==> config.mk <==
export PLATFORM = sky130hd
export DESIGN_NAME = fetch_ex_queue
export DESIGN_NICKNAME = d
export VERILOG_FILES = /design/src/rtl/rv32i_types_pkg.sv /design/src/rtl/fetch_ex_queue_ptr.sv /design/src/rtl/fetch_ex_queue.sv
export SDC_FILE = /design/constraint.sdc
export NUM_CORES = 1
export LEC_CHECK = 0
export ABC_AREA = 1
export CAP_MARGIN = 20
export CORE_MARGIN = 2
export CORE_UTILIZATION = 30
export DETAILED_ROUTE_END_ITERATION = 16
export PLACE_DENSITY_LB_ADDON = 0.2
export SLEW_MARGIN = 20
export SYNTH_ARGS = -nofsm -noshare
export SYNTH_HDL_FRONTEND = slang
export SYNTH_SLANG_ARGS = --single-unit
==> constraint.sdc <==
create_clock -name CLK -period 10.4 [get_ports CLK]
set_clock_uncertainty 0.1 [all_clocks]
set_input_delay 1.56 -clock CLK [delete_from_list [all_inputs] [get_ports CLK]]
set_output_delay 1.56 -clock CLK [all_outputs]
set_load 0.02 [all_outputs]
==> src/rtl/rv32i_types_pkg.sv <==
// Shared RV32I types used across pipeline stages.
// Holds the fetch-to-execute queue entry bundle.
package rv32i_types_pkg;

  typedef logic [31:0] word_t;

  typedef struct packed {
    word_t pc;
    word_t instr;
  } fetch_ex_entry_t;

endpackage

==> src/rtl/fetch_ex_queue_ptr.sv <==
// Modulo-DEPTH pointer with clear and increment.
// Clear wins over increment; wraps DEPTH-1 -> 0.
module fetch_ex_queue_ptr #(
  parameter int DEPTH = 2,
  parameter int W     = 1
) (
  input  logic         CLK,
  input  logic         RST,
  input  logic         clr,
  input  logic         inc,
  output logic [W-1:0] ptr
);

  logic [W-1:0] ptr_d;

  always_comb begin
    ptr_d = ptr;
    if (clr) begin
      ptr_d = '0;
    end else if (inc) begin
      if (ptr == W'(DEPTH - 1)) ptr_d = '0;
      else ptr_d = ptr + W'(1);
    end
  end

  always_ff @(posedge CLK) begin
    if (RST) ptr <= '0;
    else ptr <= ptr_d;
  end

endmodule

==> src/rtl/fetch_ex_queue.sv <==
// Fetch-to-execute instruction queue with flush.
// Optional same-cycle bypass: define FETCH_EX_BYPASS_EN.
module fetch_ex_queue
  import rv32i_types_pkg::*;
#(
  parameter int DEPTH = 2,
  parameter int CNT_W = $clog2(DEPTH + 1)
) (
  input  logic             CLK,
  input  logic             RST,
  input  logic             flush,
  input  logic             f_valid,
  output logic             f_ready,
  input  logic [31:0]      f_pc,
  input  logic [31:0]      f_instr,
  output logic             e_valid,
  input  logic             e_ready,
  output logic [31:0]      e_pc,
  output logic [31:0]      e_instr,
  output logic [CNT_W-1:0] count
);

  localparam int PTR_W = (DEPTH > 1) ? $clog2(DEPTH) : 1;

  typedef enum logic [1:0] {
    EMPTY,
    PARTIAL,
    FULL
  } occ_t;

  occ_t             occ_q, occ_d;
  logic [CNT_W-1:0] count_d;
  logic [PTR_W-1:0] rd_ptr, wr_ptr;
  logic             rst_q;
  logic             push, pop, empty;
  logic             byp_take;

  fetch_ex_entry_t  mem [DEPTH];
  fetch_ex_entry_t  head;

  assign head  = mem[rd_ptr];
  assign empty = (occ_q == EMPTY);

  // Hold f_ready low for the cycle that follows a sampled reset.
  always_ff @(posedge CLK) begin
    rst_q <= RST;
  end

  assign f_ready = !rst_q && (occ_q != FULL);

`ifdef FETCH_EX_BYPASS_EN
  assign e_valid  = empty ? (f_valid && !flush && !rst_q) : !flush;
  assign e_pc     = empty ? f_pc : head.pc;
  assign e_instr  = empty ? f_instr : head.instr;
  assign byp_take = empty && f_valid && f_ready && e_ready && !flush;
`else
  assign e_valid  = !empty && !flush;
  assign e_pc     = head.pc;
  assign e_instr  = head.instr;
  assign byp_take = 1'b0;
`endif

  assign push = f_valid && f_ready && !flush && !byp_take;
  assign pop  = e_valid && e_ready && !flush && !empty;

  always_comb begin
    count_d = count;
    occ_d   = occ_q;
    if (flush) begin
      count_d = '0;
      occ_d   = EMPTY;
    end else begin
      unique case ({push, pop})
        2'b10: begin
          count_d = count + CNT_W'(1);
          occ_d   = (count == CNT_W'(DEPTH - 1)) ? FULL : PARTIAL;
        end
        2'b01: begin
          count_d = count - CNT_W'(1);
          occ_d   = (count == CNT_W'(1)) ? EMPTY : PARTIAL;
        end
        default: ;
      endcase
    end
  end

  always_ff @(posedge CLK) begin
    if (RST) begin
      count <= '0;
      occ_q <= EMPTY;
    end else begin
      count <= count_d;
      occ_q <= occ_d;
    end
  end

  always_ff @(posedge CLK) begin
    if (push && !RST) begin
      mem[wr_ptr] <= '{pc: f_pc, instr: f_instr};
    end
  end

  fetch_ex_queue_ptr #(
    .DEPTH(DEPTH),
    .W    (PTR_W)
  ) u_rd_ptr (
    .CLK(CLK),
    .RST(RST),
    .clr(flush),
    .inc(pop),
    .ptr(rd_ptr)
  );

  fetch_ex_queue_ptr #(
    .DEPTH(DEPTH),
    .W    (PTR_W)
  ) u_wr_ptr (
    .CLK(CLK),
    .RST(RST),
    .clr(flush),
    .inc(push),
    .ptr(wr_ptr)
  );

endmodule

==> summary.md, run 1 <==
| Metric | Value |
|---|---|
| Placement row count | `48` |
| Min setup slack post-route | `5.930 ns` |
| Total die area | `0.01880 mm^2` |
| Final-layout setup total negative slack | `0 ns` |
| Final period demand of the worst path | `4.470 ns` |
| Clk pwr share | `45.4%` |
| Area growth from synthesis to layout | `39.44%` |
| Number of global-route vias before repair | `2919` |
| Leakage | `2.582 nW` |
| Final slew viol count | `0` |
| Final std cell area, no fill | `0.007413 mm^2` |
| Clock network latency to the later pin of the worst-skew pair | `0.41 ns` |
| Switching part of the total power | `between 10% and 20%` |
| Cell-by-cell trace of the critical path | `clkdlybuf4s50_1 -> a21oi_1 -> clkdlybuf4s50_1` |
| First-pass GRT wire length | `15.15 mm` |
| Synth Warn # | `0` |
| Number of buffers added to fix hold violations after cts | `0` |
| H-tree levels | `4` |
| Power density normalized to cell area | `165.1 mW/mm^2` |
| Number of clock sinks seen by CTS | `136` |
| Worst Max-Slew Pin Slew | `0.9395 ns` |
| Non-filler cells, final | `around 650` |
| CP max stage cell | `clkdlybuf4s50_1` |
| Post-DP HPWL | `5.975 mm` |
| Width of the die | `between 100 and 150 um` |
| Achievable Freq | `223.7 MHz` |
| Net count of the mapped netlist | `approximately 330` |
| Crit-path max cell delay | `0.63 ns` |
| Number of storage elements in the synthesis netlist | `136` |
| Total global routing overflow | `0` |
| Multi-input combinational cell area | `between 0.001 and 0.0015 mm^2` |
| Kind of end point of the critical path | `primary output` |
| Post-placement cell area | `just under 0.007 mm^2` |
| Netlist area before placement | `0.005316 mm^2` |
| CP Launch Type | `primary input` |
| Final count of negative-setup-slack endpoints | `0` |
| Number of vias after detailed routing | `about 2.7k` |
| Top library cells by usage in the layout, fill and taps aside | `136 x clkdlybuf4s50_1, 128 x edfxtp_1, 60 x mux2_4, 17 x clkbuf_16, 14 x inv_1` |
| Share of synthesized area occupied by flip-flops and latches | `75.31%` |
| Count of unique library cells instantiated by Yosys | `16` |
| Arrival time at the worst endpoint | `2.81 ns` |
| Worst EP required | `8.74 ns` |
| Pin count of the biggest net entering global routing | `65` |
| Top post-synthesis cells by area | `edfxtp_1 72%, mux2_4 17%, dfxtp_1 3.0%` |
| Gate count of the mapped netlist | `256` |
| Total DRC errors in the routed layout | `0` |
| Detailed-route vias per instance | `4.174` |
| Share of Yosys cell area claimed by the top area cell type | `slightly above 70%` |
| Maximum VDD drop | `0.0001019 V` |
| Post-Place Worst Slack | `roughly 5.9 ns` |
| Sequential power share | `49.6%` |
| Maximum Capacitance Violations | `0` |
| Buffers and inverters on the worst path | `2` |
| Worst setup slack for register-to-register paths | `8.39 ns` |
| Tcrit/Tclk final | `42.98%` |
| Core Footprint | `around 0.017 mm^2` |
| Power share of the combinational group | `5.0%` |
| Maximum fanout encountered on the critical timing path | `4` |
| Most frequent cell on the critical path | `clkdlybuf4s50_1` |
| Number of buffers created by CTS | `17` |
| Pint | `0.9898 mW` |
| Pre-Repair DR Iteration Count | `5` |
| Synth area leader | `edfxtp_1` |
| Final core area utilization | `a little over two fifths` |
| Number of setup buffers added after CTS | `0` |
| Final hold slack | `0.3968 ns` |
| Cell chosen for the clock root | `clkbuf_16` |
| Share of final-layout standard cells stronger than drive strength 1 | `between 20 and 25%` |
| Die height | `137.1 um` |
| CTS tree | `done` |
| Boundary Pins | `137` |
| Register area | `0.004008 mm^2` |
| Antenna diodes | `0` |
| Detailed-route wire length per cell | `15.41 um` |
| Gp weighted congestion | `between 0.6 and 0.7` |
| Kind of cell adding the most delay to the critical path | `buffers and inverters` |
| Final Hold Violating Endpoints | `0` |
| Effective utilization at floorplan | `30.74%` |
| Antenna violations before repair | `0` |
| Final wirelength | `9.942 mm` |
| Dpl cells | `between 600 and 700` |
| Tot GR Track Use | `around 11%` |
| Drt initial violations | `92` |
| Overall power consumption | `1.224 mW` |
| Nets@finish | `around 480` |
| Net load switching power | `between 0.2 and 0.25 mW` |
| Status | `completed` |
| Hold/Removal Path Class | `reg2reg` |
| Number of buffers on the longest clock path | `2` |
| Worst slew margin relative to its limit | `37.36%` |
| Unrepaired setup endpoints after global routing | `false` |
| Clock Pin Slew Worst Setup and Hold Paths | `roughly 0.050 ns` |
| Antenna-violating nets left | `0` |
| CTS resizes | `0` |
| Synthesized area per cell | `20.77 um^2` |
| Port Buf Inserts | `around 140` |
| Worst Path Class, Setup | `in2out` |
| Most frequent standard cell in the layout excluding fill and tap cells | `clkdlybuf4s50_1` |
| Filler instances | `1563` |
worst reg2reg max path: cells and delay by family, from the launching register on:
kind / cells / cell delay [ns]
DFF: 1 / 0.33
buffers and inverters: 2 / 0.85
and+or+nand+nor: 3 / 0.32
area by class of cell:
cell class | instances | share of cell area, %
sequential | 136 | 54.06
timing repair buffer | 139 | 18.67
multi-input combinational | 99 | 15.41
clock buffer | 20 | 5.890
tap | 225 | 3.797
clock inverter | 12 | 1.468
inverter | 14 | 0.7089
routing by layer:
layer,part of all wire [%],vias to the layer above,GRT usage [%]
met1,44,1299,13.31
met3,7.2,13,4.074
met2,47,98,16.92
met5,0,-,0
li1,-,1282,-
met4,1.5,0,5.956
worst paths after layout:
| kind | to | cells past startpoint | from |
|---|---|---|---|
| worst max-delay path | e_valid | 3 | flush |
| worst min-delay path | occ_q[1] | 2 | occ_q[1] |
| worst max register to register | mem[0][50] | 5 | occ_q[0] |
| worst min register to register | occ_q[1] | 2 | occ_q[1] |
registers in the layout, indices dropped and copies added (netlist names), named ones only:
| signal | count |
|---|---|
| occ_q | 2 |
| u_wr_ptr.ptr | 1 |
| mem | 128 |
| u_rd_ptr.ptr | 1 |
| rst_q | 1 |
| count | 2 |
power groups by stage:
stage	clock (mW)	combinational (mW)	sequential, mW
2_1_floorplan	0	0.0197	0.619
3_3_place_gp	0	0.0607	0.618
3_5_place_dp	0	0.0619	0.618
4_1_cts	0.573	0.0623	0.607
5_1_grt	0.596	0.0657	0.607
6_report	0.556	0.0615	0.607
Yosys cell counts, drive strengths merged:
| master | instances |
|---|---|
| a21oi | 6 |
| mux2 | 64 |
| nand4 | 2 |
| ha | 3 |
| buf | 7 |
| nor4 | 1 |
| nand2 | 10 |
| inv | 14 |
| edfxtp | 128 |
| dfxtp | 8 |
| xnor2 | 1 |
| o21ai | 2 |
| nand3 | 2 |
| nor2 | 8 |
logic make-up (layout without fill, tap and decap cells):
logic type               after synthesis  after routing  share of synthesized area (%)
buffers and inverters                 21            185                          3.460
adder cells (fa/ha/maj)                3              3                         0.7061
AO/OA/AOI/OAI                          8              8                         0.7531
AND/OR/NAND/NOR                       23             23                          1.812
flip-flops                           136            136                          75.31
XOR/XNOR                               1              1                         0.1648
multiplexers                          64             64                          17.79
(Power assumes the default switching activity.)
==> run 2, diff against run 1 <==
==> constraint.sdc (replaced) <==
create_clock -name CLK -period 3.8 [get_ports CLK]
set_clock_uncertainty 0.1 [all_clocks]
set_input_delay 0.57 -clock CLK [delete_from_list [all_inputs] [get_ports CLK]]
set_output_delay 0.57 -clock CLK [all_outputs]
set_load 0.02 [all_outputs]
==> summary.md, run 2 (synthesis gave the netlist of run 1 again) <==
| Metric | Value |
|---|---|
| Effective utilization at floorplan | `~30%` |
| Share of final-layout standard cells stronger than drive strength 1 | `24.64%` |
| Post-DP HPWL | `6.031 mm` |
| Power density normalized to cell area | `around 460 mW/mm^2` |
| Critical R2R Launch | `occ_q[0]` |
| Antenna diodes | `0` |
| Critical path capture point | `e_pc[8]` |
| Number of clock sinks seen by CTS | `136` |
| Number of buffers created by CTS | `17` |
| Post-placement cell area | `0.006917 mm^2` |
| Worst EP required | `3.13 ns` |
| Number of setup buffers added after CTS | `0` |
| Worst Path Class, Setup | `reg2out` |
| Final count of negative-setup-slack endpoints | `0` |
| Final Hold Violating Endpoints | `0` |
| CP max stage cell | `clkdlybuf4s50_1` |
| Boundary Pins | `between 100 and 150` |
| Maximum Capacitance Violations | `0` |
| Gp weighted congestion | `around 0.74` |
| Cell chosen for the clock root | `clkbuf_16` |
| Kind of cell adding the most delay to the critical path | `buffers and inverters` |
| Core Footprint | `0.01730 mm^2` |
| Port Buf Inserts | `136` |
| Post-Place Worst Slack | `between 1 and 1.5 ns` |
| Unrepaired setup endpoints after global routing | `false` |
| Buffers and inverters on the worst path | `2` |
| Reg with most FFs | `mem` |
| Detailed-route vias per instance | `4.175` |
| Clock network latency to the later pin of the worst-skew pair | `0.41 ns` |
| Maximum VDD drop | `0.0002770 V` |
| Worst slew margin relative to its limit | `68.83%` |
| Pin count of the biggest net entering global routing | `65` |
| Nets@finish | `approximately 480` |
| Crit. path cell count | `3` |
| Drt initial violations | `103` |
| Number of buffers on the longest clock path | `2` |
| Width of the die | `137.1 um` |
| Total die area | `0.01880 mm^2` |
| First-pass GRT wire length | `14.59 mm` |
| H-tree levels | `4` |
| Worst Max-Slew Pin Slew | `0.4675 ns` |
| Number of global-route vias before repair | `2893` |
| Leakage | `2.625 nW` |
| CTS tree | `done` |
| Cell-by-cell trace of the critical path | `buf_4 -> mux2_2 -> clkdlybuf4s50_1` |
| Area growth from synthesis to layout | `41.40%` |
| Crit-path max cell delay | `roughly 0.54 ns` |
| Die height | `roughly 140 um` |
| Total DRC errors in the routed layout | `0` |
| Worst setup slack for register-to-register paths | `2.02 ns` |
| Largest registers ranked by flip-flop count | `mem x128, count x2, occ_q x2` |
| Top library cells by usage in the layout, fill and taps aside | `136 x clkdlybuf4s50_1, 128 x edfxtp_1, 60 x mux2_4, 20 x clkbuf_16, 14 x inv_1` |
| Final slew viol count | `0` |
| Max FFs per register | `approximately 130` |
| Tot GR Track Use | `between 10% and 20%` |
| Final-layout setup total negative slack | `0 ns` |
| Status | `completed` |
| Clock Pin Slew Worst Setup and Hold Paths | `0.06 ns` |
| Arrival time at the worst endpoint | `2.13 ns` |
| Total global routing overflow | `0` |
| Hold/Removal Path Class | `reg2reg` |
| Most frequent standard cell in the layout excluding fill and tap cells | `clkdlybuf4s50_1` |
| Antenna violations before repair | `0` |
| Filler instances | `about 1.6k` |
| Pre-Repair DR Iteration Count | `4` |
| Worst reg2reg path endpoint | `occ_q[1]` |
| Final std cell area, no fill | `0.007517 mm^2` |
| Number of cell instances on the worst register-to-register path | `9` |
| Kind of end point of the critical path | `primary output` |
| Detailed-route wire length per cell | `14.89 um` |
| Final wirelength | `9.634 mm` |
| Achievable Freq | `~360 MHz` |
| Final period demand of the worst path | `2.795 ns` |
| Min setup slack post-route | `1.005 ns` |
| CP Launch Type | `register` |
| Maximum fanout encountered on the critical timing path | `22` |
| Antenna-violating nets left | `0` |
| CTS resizes | `0` |
| Number of vias after detailed routing | `2701` |
| Placement row count | `48` |
| Tcrit/Tclk final | `between 70% and 80%` |
| Number of buffers added to fix hold violations after cts | `0` |
## run 2: final cells by class
type                            count  area (um^2)  area share, %
Clock inverter                      9        58.81         0.7823
Inverter                           14        52.55         0.6991
Clock buffer                       23        541.8          7.207
Sequential cell                   136         4008          53.31
Multi-Input combinational cell     99         1151          15.31
Tap cell                          225        281.5          3.745
Timing Repair Buffer              141         1424          18.94
## run 2: worst min path at each step
stage | startpoint | cells past startpoint | slack, ns | to
floorplan | occ_q[1] | 2 | 0.35 | occ_q[1]
global placement | occ_q[1] | 2 | 0.38 | occ_q[1]
detailed placement | occ_q[1] | 2 | 0.38 | occ_q[1]
CTS | occ_q[1] | 2 | 0.40 | occ_q[1]
global route | occ_q[1] | 2 | 0.44 | occ_q[1]
finish | occ_q[1] | 2 | 0.40 | occ_q[1]
## run 2: tightest hold or removal path, delay by kind of cell, from the launching register on
kind / cells / cell delay [ns]
AND/OR/NAND/NOR: 1 / 0.06
flip-flops: 1 / 0.33
AO/OA/AOI/OAI: 1 / 0.06
## run 2: power by group
group / switching (mW) / internal, mW / total [mW]
clock network: 0.607 / 1.00 / 1.61
registers: 0.00433 / 1.66 / 1.66
logic: 0.0648 / 0.105 / 0.170
## run 2: routing by layer
layer,up-vias,GRT usage [%],share of wire [%]
met5,-,0,0
met4,0,5.155,1.9
met1,1310,12.52,43
met2,96,16.80,48
li1,1282,-,-
met3,13,4.333,7.1
## run 2: through the flow
step | total power [mW] | instances | hold slack [ns] | util [%]
2_1_floorplan | 1.747 | 256 | 0.3494 | -
3_3_place_gp | 1.859 | 615 | 0.3774 | 39.99
3_5_place_dp | 1.862 | 615 | 0.3819 | 39.99
4_1_cts | 3.477 | 647 | 0.3980 | 43.46
5_1_grt | 3.549 | 647 | 0.4378 | 43.46
6_report | 3.436 | 647 | 0.3976 | 43.46
==> run 3, diff against run 2 <==
==> constraint.sdc (replaced) <==
create_clock -name CLK -period 2.65 [get_ports CLK]
set_clock_uncertainty 0.1 [all_clocks]
set_input_delay 0.3975 -clock CLK [delete_from_list [all_inputs] [get_ports CLK]]
set_output_delay 0.3975 -clock CLK [all_outputs]
set_load 0.02 [all_outputs]
==> summary.md, run 3 (synthesis gave the netlist of run 1 again) <==
| Metric | Value |
|---|---|
| Number of buffers created by CTS | `17` |
| Maximum Capacitance Violations | `0` |
| Number of vias after detailed routing | `roughly 2.7k` |
| Nets@finish | `between 400 and 500` |
| Reg with most FFs | `mem` |
| Unrepaired setup endpoints after global routing | `false` |
| Boundary Pins | `137` |
| Area growth from synthesis to layout | `42.88%` |
| Pint | `3.996 mW` |
| Critical R2R Launch | `occ_q[0]` |
| Cell-by-cell trace of the critical path | `buf_4 -> mux2_4 -> clkdlybuf4s50_1` |
| Final hold slack | `0.4023 ns` |
| CP Launch Type | `register` |
| Worst EP required | `2.15 ns` |
| Kind of end point of the critical path | `primary output` |
| Drt initial violations | `97` |
| Leakage | `2.652 nW` |
| Max FFs per register | `around 130` |
| Total global routing overflow | `0` |
| CTS tree | `done` |
| Worst Hold Path Cells | `2` |
| Status | `completed` |
| Arrival time at the worst endpoint | `2.04 ns` |
| Antenna diodes | `0` |
| Power share of the combinational group | `5.2%` |
| Hold/Removal Path Class | `reg2reg` |
| Total DRC errors in the routed layout | `0` |
| Number of buffers on the longest clock path | `2` |
| Most frequent standard cell in the layout excluding fill and tap cells | `clkdlybuf4s50_1` |
| Share of final-layout standard cells stronger than drive strength 1 | `23.94%` |
| Total length of routed met3 wires | `732 um` |
| Tcrit/Tclk final | `a little over nine tenths` |
| Final wirelength | `10.08 mm` |
| Worst Max-Slew Pin Slew | `around 0.36 ns` |
| Detailed-route wire length per cell | `15.48 um` |
| Top library cells by usage in the layout, fill and taps aside | `136 x clkdlybuf4s50_1, 128 x edfxtp_1, 60 x mux2_4, 17 x clkbuf_16, 13 x inv_1` |
| Multi-input combinational cell area | `0.001159 mm^2` |
| Hold Startpoint | `occ_q[1]` |
| Detailed-route wire length on metal 1 | `4.154 mm` |
| Antenna violations before repair | `0` |
| Final count of negative-setup-slack endpoints | `0` |
| Switching part of the total power | `a little under a fifth` |
| Width of the die | `137.1 um` |
| Highest metal layer with signal wires | `met4` |
| Effective utilization at floorplan | `30.74%` |
| Port Buf Inserts | `136` |
| Filler instances | `1556` |
| Wire length on met2 | `4.996 mm` |
| Clock network latency to the later pin of the worst-skew pair | `0.40 ns` |
| Total die area | `0.01880 mm^2` |
| Detailed-route vias per instance | `4.215` |
| Worst slew margin relative to its limit | `roughly 76%` |
| Sequential power share | `between 40% and 50%` |
| Register area | `0.004008 mm^2` |
| Number of clock sinks seen by CTS | `between 100 and 150` |
| Clk pwr share | `a little under half` |
| Die height | `137.1 um` |
| Antenna-violating nets left | `0` |
| Final period demand of the worst path | `2.540 ns` |
| Clock Pin Slew Worst Setup and Hold Paths | `0.06 ns` |
| Cell chosen for the clock root | `clkbuf_16` |
| Achievable Freq | `393.7 MHz` |
| Maximum fanout encountered on the critical timing path | `12` |
| Maximum VDD drop | `0.0003737 V` |
| Pre-Repair DR Iteration Count | `4` |
| Placement row count | `48` |
| Gp weighted congestion | `0.7734` |
| Core Footprint | `around 0.017 mm^2` |
| CP max stage cell | `clkdlybuf4s50_1` |
| Largest registers ranked by flip-flop count | `mem x128, count x2, occ_q x2` |
| First-pass GRT wire length | `15.03 mm` |
| Tot GR Track Use | `11.08%` |
| Power density normalized to cell area | `between 600 and 700 mW/mm^2` |
| H-tree levels | `4` |
| Post-DP HPWL | `6.612 mm` |
| Overall power consumption | `just under 5 mW` |
| Net load switching power | `approximately 0.9 mW` |
| Crit-path max cell delay | `roughly 0.54 ns` |
| Pin count of the biggest net entering global routing | `35` |
| Final slew viol count | `0` |
| Number of global-route vias before repair | `2871` |
| Worst Path Class, Setup | `reg2out` |
| Final Hold Violating Endpoints | `0` |
| Number of cell instances on the worst register-to-register path | `9` |
-- run 3: power by group through the flow --
| stage | clock network (mW) | registers (mW) | logic, mW |
|---|---|---|---|
| after floorplan | 0 | 2.43 | 0.0808 |
| after global placement | 0 | 2.42 | 0.251 |
| after detailed placement | 0 | 2.42 | 0.254 |
| after CTS | 2.34 | 2.38 | 0.256 |
| after global routing | 2.43 | 2.38 | 0.269 |
| final | 2.27 | 2.38 | 0.253 |
-- run 3: what timing repair did --
item,CTS,global route
gates resized for setup,0,0
setup endpoints to repair,47,0
setup buffers,1,0
hold buffers,0,0
-- run 3: cell type report --
| type | count | share of cell area, % |
|---|---|---|
| Clock inverter | 10 | 1.680 |
| Inverter | 14 | 0.8565 |
| Tap cell | 225 | 3.706 |
| Timing Repair Buffer | 145 | 19.90 |
| Multi-Input combinational cell | 99 | 15.25 |
| Clock buffer | 22 | 5.847 |
| Sequential cell | 136 | 52.76 |
-- run 3: worst paths after layout --
path	slack (ns)	endpoint
max	0.11	e_pc[2]
min	0.40	occ_q[1]
max reg2reg	0.89	occ_q[0]
min reg2reg	0.40	occ_q[1]
-- run 3: per-layer routing --
| layer | global-route usage, % | up-vias |
|---|---|---|
| li1 | - | 1297 |
| met2 | 18.38 | 101 |
| met4 | 5.842 | 0 |
| met5 | 0 | - |
| met3 | 3.778 | 12 |
| met1 | 12.61 | 1334 |
-- run 3: metrics by stage --
step / setup slack, ns / setup TNS, ns / std cells / instance area (um^2) / utilization, %
floorplan: -0.4983 / -31.89 / 256 / 5359 / -
global placement: 0.3228 / 0 / 618 / 7009 / 40.52
detailed placement: 0.3173 / 0 / 618 / 7009 / 40.52
CTS: 0.04176 / 0 / 651 / 7596 / 43.92
global route: 0.006130 / 0 / 651 / 7596 / 43.92
finish: 0.1097 / 0 / 651 / 7596 / 43.92
-- run 3: critical path, delay by kind of cell (launching register included) --
family	cells	cell delay, ns
buffers and inverters	2	0.81
flip-flops	1	0.52
multiplexers	1	0.32
